===== config.mk =====
export PLATFORM = sky130hd
export DESIGN_NAME = cmac_msg_driver
export DESIGN_NICKNAME = d
export VERILOG_FILES = /design/src/rtl/cmac_pkg.sv /design/src/rtl/cmac_blk_packer.sv /design/src/rtl/cmac_msg_driver.sv
export SDC_FILE = /design/constraint.sdc
export NUM_CORES = 1
export LEC_CHECK = 0
export ABC_CLOCK_PERIOD_IN_PS = 3100
export BUFFER_PORTS_ARGS = -buffer_cell sky130_fd_sc_hd__buf_2
export CORE_AREA = 8 8 317 319
export CTS_BUF_LIST = sky130_fd_sc_hd__clkbuf_4 sky130_fd_sc_hd__clkbuf_8 sky130_fd_sc_hd__clkbuf_16
export CTS_CLUSTER_DIAMETER = 100
export CTS_CLUSTER_SIZE = 12
export DETAILED_ROUTE_END_ITERATION = 16
export DIE_AREA = 0 0 325 327
export PLACE_DENSITY = 0.44
export SLEW_MARGIN = 15
export SYNTH_ARGS = -nofsm -noshare
export SYNTH_HDL_FRONTEND = slang
export SYNTH_SLANG_ARGS = --single-unit

===== constraint.sdc =====
create_clock -name CLK -period 3.1 [get_ports CLK]
set_clock_uncertainty 0.05 [all_clocks]
set_input_delay 0.155 -clock CLK [delete_from_list [all_inputs] [get_ports CLK]]
set_output_delay 0.155 -clock CLK [all_outputs]
set_load 0.02 [all_outputs]

===== src/rtl/cmac_pkg.sv =====
// Shared definitions for the CMAC message driver.
//   state_t   : driver FSM states
//   BLK_W     : AES block width (bits)
//   WORD_W    : message stream word width (bits)
//   LEN_FULL  : Last_Block_Len code for a completely filled block
//   byte_mask : keeps the first n bytes (MSB first) of a stream word
package cmac_pkg;

    localparam int         BLK_W    = 128;
    localparam int         WORD_W   = 32;
    localparam logic [7:0] LEN_FULL = 8'd128;

    typedef enum logic [2:0] {
        IDLE,
        KEY_LD,
        KEY_WAIT,
        GAP,
        FILL,
        BLK_LD,
        BLK_WAIT,
        TAG_OUT
    } state_t;

    function automatic logic [WORD_W-1:0] byte_mask(input logic [2:0] nbytes);
        case (nbytes)
            3'd0:    byte_mask = 32'h0000_0000;
            3'd1:    byte_mask = 32'hFF00_0000;
            3'd2:    byte_mask = 32'hFFFF_0000;
            3'd3:    byte_mask = 32'hFFFF_FF00;
            default: byte_mask = 32'hFFFF_FFFF;
        endcase
    endfunction

endpackage


===== src/rtl/cmac_blk_packer.sv =====
// Packs 32-bit message words into a 128-bit block for the CMAC core.
// Ports:
//   CLK, Rst_n      clock / asynchronous active-low reset
//   i_clr           restart at word slot 0 (new message)
//   i_accept        a word is accepted this cycle
//   i_data          message word (slot 0 lands in bits [127:96])
//   i_last, i_bytes final-word flag and its valid byte count (0..4)
//   o_blk_done      this accept completes a block (4th word or last word)
//   o_is_last       this accept completes the last block
//   o_block         packed block, unfilled bytes zero
//   o_last_block    registered Last_Block for the completed block
//   o_len           registered Last_Block_Len (bits) for the completed block
module cmac_blk_packer
    import cmac_pkg::*;
(
    input  logic              CLK,
    input  logic              Rst_n,
    input  logic              i_clr,
    input  logic              i_accept,
    input  logic [WORD_W-1:0] i_data,
    input  logic              i_last,
    input  logic [2:0]        i_bytes,
    output logic              o_blk_done,
    output logic              o_is_last,
    output logic [BLK_W-1:0]  o_block,
    output logic              o_last_block,
    output logic [7:0]        o_len
);

    logic [1:0]        r_slot;
    logic [BLK_W-1:0]  r_block;
    logic              r_last_block;
    logic [7:0]        r_len;

    logic [2:0]        w_nbytes;
    logic [WORD_W-1:0] w_word;
    logic [4:0]        w_blk_bytes;

    // NOTE: every signal written in always_comb gets a value on every path,
    // otherwise synthesis infers a latch.
    always_comb begin
        w_nbytes    = (!i_last || i_bytes > 3'd4) ? 3'd4 : i_bytes;
        w_word      = i_data & byte_mask(w_nbytes);
        w_blk_bytes = {1'b0, r_slot, 2'b00} + {2'b00, w_nbytes};
    end

    assign o_blk_done   = i_accept && (i_last || r_slot == 2'd3);
    assign o_is_last    = i_accept && i_last;
    assign o_block      = r_block;
    assign o_last_block = r_last_block;
    assign o_len        = r_len;

    // NOTE: state is updated with non-blocking assignments so every register
    // samples the pre-edge values, independent of statement order.
    always_ff @(posedge CLK or negedge Rst_n) begin
        if (!Rst_n) begin
            r_slot       <= '0;
            r_block      <= '0;
            r_last_block <= 1'b0;
            r_len        <= '0;
        end else if (i_clr) begin
            r_slot <= '0;
        end else if (i_accept) begin
            // Writing slot 0 clears the rest, so stale data from the previous
            // block can never leak into a short final block.
            case (r_slot)
                2'd0:    r_block <= {w_word, {(BLK_W-WORD_W){1'b0}}};
                2'd1:    r_block[95:64] <= w_word;
                2'd2:    r_block[63:32] <= w_word;
                default: r_block[31:0]  <= w_word;
            endcase
            if (o_blk_done) begin
                r_slot       <= '0;
                r_last_block <= i_last;
                r_len        <= i_last ? {w_blk_bytes, 3'b000} : LEN_FULL;
            end else begin
                r_slot <= r_slot + 2'd1;
            end
        end
    end

endmodule


===== src/rtl/cmac_msg_driver.sv =====
// Initiator-side driver for the CMAC-AES128 core handshake.
// Accepts a key (plus optional expected tag), packs a 32-bit word stream into
// 128-bit blocks, sequences key load / block loads / last block into the core
// and returns the tag on a valid/ready port, optionally compared to exp_tag.
// Ports:
//   key_valid/key_ready/key/vrfy_en/exp_tag  key channel (accepted in IDLE)
//   s_valid/s_ready/s_data/s_last/s_bytes    message word stream
//   core_*                                   CMAC core handshake
//   tag_valid/tag_ready/tag/match            tag result channel
//   err                                      sticky Done timeout flag
module cmac_msg_driver
    import cmac_pkg::*;
#(
    parameter int LD_GAP      = 2,   // >= 1 idle cycles after each core_Done
    parameter int TIMEOUT_CYC = 64
) (
    input  logic              CLK,
    input  logic              Rst_n,
    input  logic              key_valid,
    output logic              key_ready,
    input  logic [BLK_W-1:0]  key,
    input  logic              vrfy_en,
    input  logic [BLK_W-1:0]  exp_tag,
    input  logic              s_valid,
    output logic              s_ready,
    input  logic [WORD_W-1:0] s_data,
    input  logic              s_last,
    input  logic [2:0]        s_bytes,
    output logic              core_ld_Key,
    output logic              core_ld_Block,
    output logic              core_Last_Block,
    output logic [7:0]        core_Last_Block_Len,
    output logic [BLK_W-1:0]  core_KEY,
    output logic [BLK_W-1:0]  core_TextIn,
    input  logic              core_Done,
    input  logic [BLK_W-1:0]  core_TextOut,
    output logic              tag_valid,
    input  logic              tag_ready,
    output logic [BLK_W-1:0]  tag,
    output logic              match,
    output logic              err
);

    localparam int               TO_W     = $clog2(TIMEOUT_CYC + 1);
    localparam int               GAP_W    = (LD_GAP > 1) ? $clog2(LD_GAP) : 1;
    localparam logic [TO_W-1:0]  TO_MAX   = TO_W'(TIMEOUT_CYC);
    localparam logic [GAP_W-1:0] GAP_LAST = GAP_W'(LD_GAP - 1);

    state_t             r_state;
    state_t             r_ret;
    logic [GAP_W-1:0]   r_gap_cnt;
    logic [TO_W-1:0]    r_to_cnt;
    logic [BLK_W-1:0]   r_key;
    logic               r_vrfy;
    logic [BLK_W-1:0]   r_exp_tag;
    logic [BLK_W-1:0]   r_tag;
    logic               r_match;
    logic               r_err;
    logic               r_key_ready;
    logic               r_s_ready;
    logic               r_ld_key;
    logic               r_ld_blk;
    logic               r_tag_valid;
    logic               r_blk_last;

    logic               w_key_acc;
    logic               w_s_acc;
    logic               w_blk_done;
    logic               w_is_last;
    logic               w_to_expired;

    assign w_key_acc    = (r_state == IDLE) && key_valid && r_key_ready;
    assign w_s_acc      = (r_state == FILL) && s_valid && r_s_ready;
    // The counter is 1 in the first wait cycle, so expiry fires after
    // TIMEOUT_CYC full cycles without core_Done.
    assign w_to_expired = (r_to_cnt == TO_MAX);

    cmac_blk_packer u_packer (
        .CLK          (CLK),
        .Rst_n        (Rst_n),
        .i_clr        (w_key_acc),
        .i_accept     (w_s_acc),
        .i_data       (s_data),
        .i_last       (s_last),
        .i_bytes      (s_bytes),
        .o_blk_done   (w_blk_done),
        .o_is_last    (w_is_last),
        .o_block      (core_TextIn),
        .o_last_block (core_Last_Block),
        .o_len        (core_Last_Block_Len)
    );

    assign key_ready     = r_key_ready;
    assign s_ready       = r_s_ready;
    assign core_ld_Key   = r_ld_key;
    assign core_ld_Block = r_ld_blk;
    assign core_KEY      = r_key;
    assign tag_valid     = r_tag_valid;
    assign tag           = r_tag;
    assign match         = r_match;
    assign err           = r_err;

    // NOTE: wide data registers (key, tag) are reset as well because their
    // reset value is architecturally visible on the outputs.
    always_ff @(posedge CLK or negedge Rst_n) begin
        if (!Rst_n) begin
            r_state     <= IDLE;
            r_ret       <= IDLE;
            r_gap_cnt   <= '0;
            r_to_cnt    <= '0;
            r_key       <= '0;
            r_vrfy      <= 1'b0;
            r_exp_tag   <= '0;
            r_tag       <= '0;
            r_match     <= 1'b0;
            r_err       <= 1'b0;
            r_key_ready <= 1'b0;
            r_s_ready   <= 1'b0;
            r_ld_key    <= 1'b0;
            r_ld_blk    <= 1'b0;
            r_tag_valid <= 1'b0;
            r_blk_last  <= 1'b0;
        end else begin
            case (r_state)
                IDLE: begin
                    if (w_key_acc) begin
                        r_key       <= key;
                        r_vrfy      <= vrfy_en;
                        r_exp_tag   <= exp_tag;
                        r_err       <= 1'b0;
                        r_key_ready <= 1'b0;
                        r_ld_key    <= 1'b1;
                        r_state     <= KEY_LD;
                    end else begin
                        r_key_ready <= 1'b1;
                    end
                end
                KEY_LD: begin
                    r_ld_key <= 1'b0;
                    r_to_cnt <= TO_W'(1);
                    r_state  <= KEY_WAIT;
                end
                KEY_WAIT: begin
                    if (core_Done) begin
                        r_ret     <= FILL;
                        r_gap_cnt <= '0;
                        r_state   <= GAP;
                    end else if (w_to_expired) begin
                        r_err       <= 1'b1;
                        r_key_ready <= 1'b1;
                        r_state     <= IDLE;
                    end else begin
                        r_to_cnt <= r_to_cnt + TO_W'(1);
                    end
                end
                GAP: begin
                    if (r_gap_cnt == GAP_LAST) begin
                        r_state <= r_ret;
                        if (r_ret == FILL) r_s_ready   <= 1'b1;
                        else               r_key_ready <= 1'b1;
                    end else begin
                        r_gap_cnt <= r_gap_cnt + GAP_W'(1);
                    end
                end
                FILL: begin
                    if (w_blk_done) begin
                        r_s_ready  <= 1'b0;
                        r_ld_blk   <= 1'b1;
                        r_blk_last <= w_is_last;
                        r_state    <= BLK_LD;
                    end
                end
                BLK_LD: begin
                    r_ld_blk <= 1'b0;
                    r_to_cnt <= TO_W'(1);
                    r_state  <= BLK_WAIT;
                end
                BLK_WAIT: begin
                    if (core_Done) begin
                        if (r_blk_last) begin
                            r_tag       <= core_TextOut;
                            r_match     <= r_vrfy && (core_TextOut == r_exp_tag);
                            r_tag_valid <= 1'b1;
                            r_state     <= TAG_OUT;
                        end else begin
                            r_ret     <= FILL;
                            r_gap_cnt <= '0;
                            r_state   <= GAP;
                        end
                    end else if (w_to_expired) begin
                        r_err       <= 1'b1;
                        r_key_ready <= 1'b1;
                        r_state     <= IDLE;
                    end else begin
                        r_to_cnt <= r_to_cnt + TO_W'(1);
                    end
                end
                TAG_OUT: begin
                    if (tag_ready) begin
                        r_tag_valid <= 1'b0;
                        r_ret       <= IDLE;
                        r_gap_cnt   <= '0;
                        r_state     <= GAP;
                    end
                end
                default: r_state <= IDLE;
            endcase
        end
    end

endmodule


==> impl_results.md, run 1 <==
- Initial antenna violation count: 30
- Synth cell types: 58
- Slew HR: 0.416
- Chip Width: between 300 and 400 µm
- Avg Inst Size Synth: 10.1 µm²
- Crit path depth: 6
- Area fraction of the dominant cell type after synthesis: 0.617
- Clk root buf: clkbuf_16
- Sw Ratio: 0.403
- Startpoint types: flip-flop
- Worst path top cell family by delay: simple AND/OR/NAND/NOR gates
- Worst Path Arrival: approximately 3.1 ns
- Run status: finished clean
- Sequential-to-total area share from yosys stat: 0.617
- H-tree lvl count: 2
- Congestion Overflow GR: 0
- Clock share of power: 0.209
- Placement-stage cell area: about 28000 µm²
- Post-Route WL: 101000 µm
- EDFF count, synth: 0
- Hold Vio Cnt, Final: 0
- Sequential power share: 0.404
- Slowest CP cell: dfrtp_1
- Endpoint class of the critical path: flip-flop
- Max Cap Viol: 0
- First-pass GRT wire length: around 150000 µm
- Worst-Skew Late Latency: between 0.6 and 0.7 ns
- Share of layout cells above drive strength 1: 0.299
- Worst EP required: 3.63 ns
- Layout area overhead: 53.0%
- WP buf/inv: 1
- R2R depth: 6
- Port bufs: ~820
- Initial core utilization: 0.229
- # hold bufs at CTS: around 430
- Pwr Density: 830 nW/µm²
- Minimum clock period: ~2.6 ns
- Vias post-DR: a little over 20000
- Clk slew on worst S/H paths: about 0.07 ns
- Via/cell ratio: about 4.3
- Final nets: slightly below 4000
- Yosys synthesis warning count: 0
- Routability cong.: 0.807
- Synth Flop Type: dfrtp_1
- Die span in y: roughly 330 µm
- DRT Pass-1 Iters: 7
- Fillers: between 9000 and 10000
- Ports: just over 800
- CTS Sinks: around 540
- CP peak stage delay: about 0.66 ns
- Row count: 114
- Vias in the first global route: about 22000
- Post-cts resize count: 0
- Setup bufs post-CTS: 0
- Final ANT Viol Nets: 0
- Post-Syn Area: around 22000 µm²
- Largest net degree at the start of global routing: ~130
- Comb power frac: 0.387
- Fmax: 384 MHz
- Cell count after synthesis: approximately 2200
- RSZ-0062 raised after global routing: false
- Leakage power total: approximately 18 nW
- Final Cycle Share: 0.841
- Hold path depth: 4
- Pwr Total: roughly 28 mW
- TNS Setup: 0 ns
- Psw: between 10 and 15 mW
- Endpoints failing setup: 0
- WS Path Type: flip-flop to flip-flop
- Die ar.: between 100000 and 150000 µm²
- GRT Util Overall: 0.183
- Detailed Place HPWL: approximately 80000 µm
- TritonCTS clock tree: done
- CTS Buf Count: between 50 and 60
- Worst slew pin tran: around 0.9 ns
- Crit Path Max Fanout: 18
- Critical path cell sequence: nand4_1 -> nor4_1 -> buf_4 -> nand3_1 -> nor3_1 -> a32o_1
- Ys async rst share: 1.00
- Synth area leader: dfrtp_1
- Worst VDD drop: roughly 0.44 mV
- Internal power: about 17 mW
- Ranking of synthesized cells by area: dfrtp_1, nand2_1, mux2_2
- DRC Markers: 0
- Core Box Area: approximately 96000 µm²
- #FFs+latches synth: between 500 and 600
- Min-delay worst type: input pin to flip-flop
- Iter 0 DRT Violations: around 1100
- Final slew viol count: 0
- Final instance area: 33600 µm²
- Maximum clock path buffer count: 3
- DR WL/cell: roughly 21 µm
==> cell usage in the layout (no fill, tap or decap), types with 15 or more instances in the layout <==
cell type	n
xnor2_1	34
nor4_1	18
a22o_1	56
xor2_1	41
buf_4	38
o21ai_1	136
nor2_1	17
mux2_1	37
nor2b_1	19
inv_1	50
dlygate4sd3_1	427
o22ai_1	17
nand2_1	880
mux2_2	70
nand4_1	15
buf_12	15
dfrtp_1	541
clkbuf_16	52
buf_2	822
==> power by group through the flow <==
stage          logic (mW)  clock network, mW  registers (mW)
6_report             10.8               5.83            11.3
5_1_grt              11.9               6.27            11.6
4_1_cts              11.0               6.07            11.3
3_5_place_dp         10.5                  0            11.3
3_3_place_gp         10.4                  0            11.3
2_1_floorplan        4.02                  0            13.2
==> synth_stat cells, types with 3 or more instances <==
library cell	instances
xnor2_1	34
clkinv_1	3
nor3_1	3
nor4_1	18
o21ai_0	14
a31oi_1	6
inv_2	6
buf_1	11
nand2b_1	12
mux2_2	70
nor2_1	17
a22o_1	56
nand3_1	9
and3_1	4
clkbuf_1	82
o31ai_1	3
ha_1	12
buf_2	7
a22oi_1	5
a21oi_1	6
nand2_1	881
xor2_1	41
nor2b_1	19
o2bb2ai_1	3
o21ai_1	138
o22ai_1	17
dfrtp_1	541
a2111oi_0	5
nand4_1	15
inv_1	50
buf_4	4
a32o_1	3
o2111ai_1	3
mux2_1	37
a2111o_1	3
==> per-layer routing <==
layer	global-route usage	up-vias	routed length, µm
met5	0	-	149
met3	0.0504	176	6510
li1	-	9596	-
met4	0.0708	22	4130
met1	0.219	9674	41200
met2	0.313	696	48800
==> final timing paths <==
kind,to,slack [ns],from
max,match$_DFFE_PN0P_,0.49,r_state[2]$_DFFE_PN0P_
min,tag[90]$_DFFE_PN0P_,0.14,core_TextOut[90]
max reg2reg,match$_DFFE_PN0P_,0.49,r_state[2]$_DFFE_PN0P_
max in group asynchronous,r_exp_tag[65]$_DFFE_PN0P_,1.95,Rst_n
min in group asynchronous,u_packer.o_block[27]$_DFFE_PN0P_,0.15,Rst_n
min reg2reg,core_KEY[54]$_DFFE_PN0P_,0.42,core_KEY[54]$_DFFE_PN0P_
==> logic make-up (layout without fill, tap and decap cells) <==
group	count (synthesis)	after routing	synth area share
AO/OA/AOI/OAI	275	275	0.0807
XOR/XNOR	75	75	0.0299
adder cells (fa/ha/maj)	12	12	0.00684
buffers and inverters	164	1422	0.0295
flip-flops	541	541	0.617
multiplexers	108	108	0.0553
other	1	17	0.000171
AND/OR/NAND/NOR	989	989	0.181
==> worst reg2reg max path, delay by kind of cell (launching register included) <==
family          cells  cell delay [ns]
compound gates      1             0.19
flops               1             0.66
simple gates        4             1.44
buf+inv             1             0.22
==> state kept, by name, indices dropped and copies added (netlist names), 2 cells and up <==
name / count
core_KEY: 128
r_exp_tag: 128
tag: 128
u_packer.o_block: 128
r_to_cnt: 7
u_packer.o_len: 5
r_state: 3
u_packer.r_slot: 2
==> through the flow <==
step	instances	hold slack (ns)	utilization	setup slack [ns]
after floorplan	2167	-0.191	-	1.05
after global placement	4214	0.206	0.291	0.306
after detailed placement	4214	0.219	0.291	0.342
after CTS	4701	0.0847	0.351	0.341
after global routing	4707	0.143	0.351	0.251
final	4715	0.142	0.351	0.494
==> layout make-up <==
type / instances / area [µm²] / share of cell area
Clock inverter: 6 / 70.1 / 0.00209
Sequential cell: 541 / 13500 / 0.403
Timing Repair Buffer: 1303 / 8990 / 0.268
Inverter: 59 / 221 / 0.00659
Clock buffer: 54 / 1330 / 0.0396
Antenna cell: 14 / 35.0 / 0.00104
Multi-Input combinational cell: 1462 / 7810 / 0.232
Tap cell: 1276 / 1600 / 0.0475
No activity file was read; power rests on OpenSTA's default activity.
==> run 2: changes to the inputs <==
- ABC_CLOCK_PERIOD_IN_PS: 3100 -> 2100
- CORE_AREA: 8 8 317 319 -> 8 8 315 317
- DIE_AREA: 0 0 325 327 -> 0 0 323 325
- PLACE_DENSITY: 0.44 -> 0.46
- clock period: 3.1 -> 2.1 ns (I/O delays scaled with it)
==> run 2 against run 1 <==
  * Wire length shrank 0.39%
  * The run now ends with negative setup slack left
  * Hold slack lost 0.041 ns
  * Largest power group is now combinational cells
  * Cell count increased by 0.87%
==> impl_results.md, run 2 (synthesized netlist as in run 1, its figures left out) <==
- Run status: complete, but fails checks
- Fmax: around 470 MHz
- Port bufs: between 800 and 900
- DRC Markers: 0
- Sw Ratio: 0.400
- Post-Route WL: approximately 100000 µm
- TritonCTS clock tree: done
- Final Cycle Share: 1.02
- Die span in y: ~330 µm
- Vias post-DR: just over 20000
- Max Cap Viol: 0
- Final worst slack: -0.0419 ns
- Leakage power total: about 18 nW
- Wire length on met3: roughly 7100 µm
- Comb power frac: 0.398
- Final nets: roughly 3900
- Initial antenna violation count: 30
- DRT Pass-1 Iters: 5
- Row count: between 100 and 150
- Multi-input gate area: between 7000 and 8000 µm²
- Maximum clock path buffer count: 3
- Sequential power share: 0.396
- Worst-Skew Late Latency: 0.61 ns
- Met2 wire length: around 48000 µm
- Largest net degree at the start of global routing: 81
- Slew HR: 0.593
- Clock share of power: 0.206
- Clk slew on worst S/H paths: about 0.070 ns
- Psw: around 17 mW
- Most common cell after layout, fill and taps aside: nand2_1
- Core Box Area: approximately 94000 µm²
- Final instance area: roughly 34000 µm²
- Congestion Overflow GR: 0
- Startpoint types: flip-flop
- Pwr Total: roughly 42 mW
- CTS Sinks: around 540
- TNS Setup: -0.0419 ns
- Worst VDD drop: 0.812 mV
- Min-delay worst type: input pin to async pin
- Placement Setup Slack: -0.217 ns
- Layout area overhead: 56.3%
- Placement-stage cell area: around 28000 µm²
- Detailed Place HPWL: 78900 µm
- Internal power: between 20 and 30 mW
- Minimum clock period: ~2.1 ns
- Pwr Density: between 1000 and 1500 nW/µm²
- RSZ-0062 raised after global routing: true
- CP dominant cell by count: a2111oi_4
- DR WL/cell: about 21 µm
- Endpoints failing setup: 1
- H-tree lvl count: 2
- Initial core utilization: 0.233
- Routability cong.: 0.812
- First-pass GRT wire length: 146000 µm
- Hold Vio Cnt, Final: 0
- CP peak stage delay: just under 0.4 ns
- Iter 0 DRT Violations: around 1100
- Via/cell ratio: 4.28
- Commonest cells after routing, fill and taps aside: nand2_1, buf_2, dfrtp_1
- Clk root buf: clkbuf_16
- WS Path Type: flip-flop to flip-flop
- Slowest CP cell: a2111oi_4
- Worst slew pin tran: approximately 0.6 ns
- Final ANT Viol Nets: 0
- Share of layout cells above drive strength 1: 0.312
- Worst Path Arrival: between 2 and 3 ns
- Highest routed layer: met5
- CTS Buf Count: between 50 and 60
- Endpoint class of the critical path: flip-flop
- Failing checks: negative setup slack
- Final slew viol count: 0
- Fillers: around 9700
- Ports: approximately 830
- Critical path cell sequence: nor2b_1 -> a2111o_1 -> a2111oi_4 -> nand4_1 -> a2111oi_4 -> a32o_1
- DRT met1 WL: between 40000 and 50000 µm
- Chip Width: 323 µm
- Register area: about 14000 µm²
- GRT Util Overall: 0.184
- Die ar.: about 100000 µm²
- Worst EP required: 2.62 ns
- Vias in the first global route: ~22000
- Crit Path Max Fanout: 3
-- run 2: repair_timing --
action	in CTS	in global routing
hold endpoints to repair	1074	0
endpoints found under the setup margin	109	107
pin swaps	0	1
resized for setup	8	13
gates cloned	0	1
setup buffers	1	0
hold buffers	430	0
-- run 2: routing by layer --
metal | up-vias | global-route usage
met4 | 18 | 0.0616
met3 | 165 | 0.0463
met1 | 9749 | 0.223
met2 | 697 | 0.315
met5 | - | 0
li1 | 9719 | -
-- run 2: layout make-up --
cell class,count,share of cell area
inverters,59,0.00645
well taps,1265,0.0461
flip-flops and latches,541,0.395
diodes,15,0.00109
clock buffers,53,0.0381
clock inverters,7,0.00219
multi-input cells,1462,0.230
repair buffers,1354,0.281
-- run 2: power groups by stage --
stage	Combinational [mW]	Sequential, mW	Clock (mW)
2_1_floorplan	5.94	19.5	0
3_3_place_gp	16.0	16.6	0
3_5_place_dp	16.1	16.6	0
4_1_cts	16.9	16.5	8.93
5_1_grt	18.2	17.0	9.21
6_report	16.6	16.5	8.58
-- run 2: final timing paths --
kind	end	startpoint	slack [ns]	cells after the start
setup / recovery	match$_DFFE_PN0P_	r_exp_tag[17]$_DFFE_PN0P_	-0.04	6
hold / removal	u_packer.o_block[25]$_DFFE_PN0P_	Rst_n	0.10	3
setup reg to reg	match$_DFFE_PN0P_	r_exp_tag[17]$_DFFE_PN0P_	-0.04	6
hold reg to reg	core_KEY[94]$_DFFE_PN0P_	core_KEY[94]$_DFFE_PN0P_	0.42	2
max in group asynchronous	core_KEY[25]$_DFFE_PN0P_	Rst_n	1.39	4
min in group CLK	core_KEY[113]$_DFFE_PN0P_	key[113]	0.15	4
-- run 2: critical path: cells and delay by family (launching register included) --
| kind | cells | cell delay, ns |
|---|---|---|
| DFF | 1 | 0.38 |
| and+or+nand+nor | 2 | 0.34 |
| AOI/OAI and AO/OA | 4 | 1.31 |
-- run 2: per-stage QoR --
step / hold slack (ns) / utilization / instances
after floorplan: -0.241 / - / 2167
after global routing: 0.105 / 0.364 / 4749
after CTS: 0.0897 / 0.363 / 4740
final: 0.101 / 0.364 / 4756
after global placement: -0.0370 / 0.302 / 4249
after detailed placement: -0.0392 / 0.302 / 4249
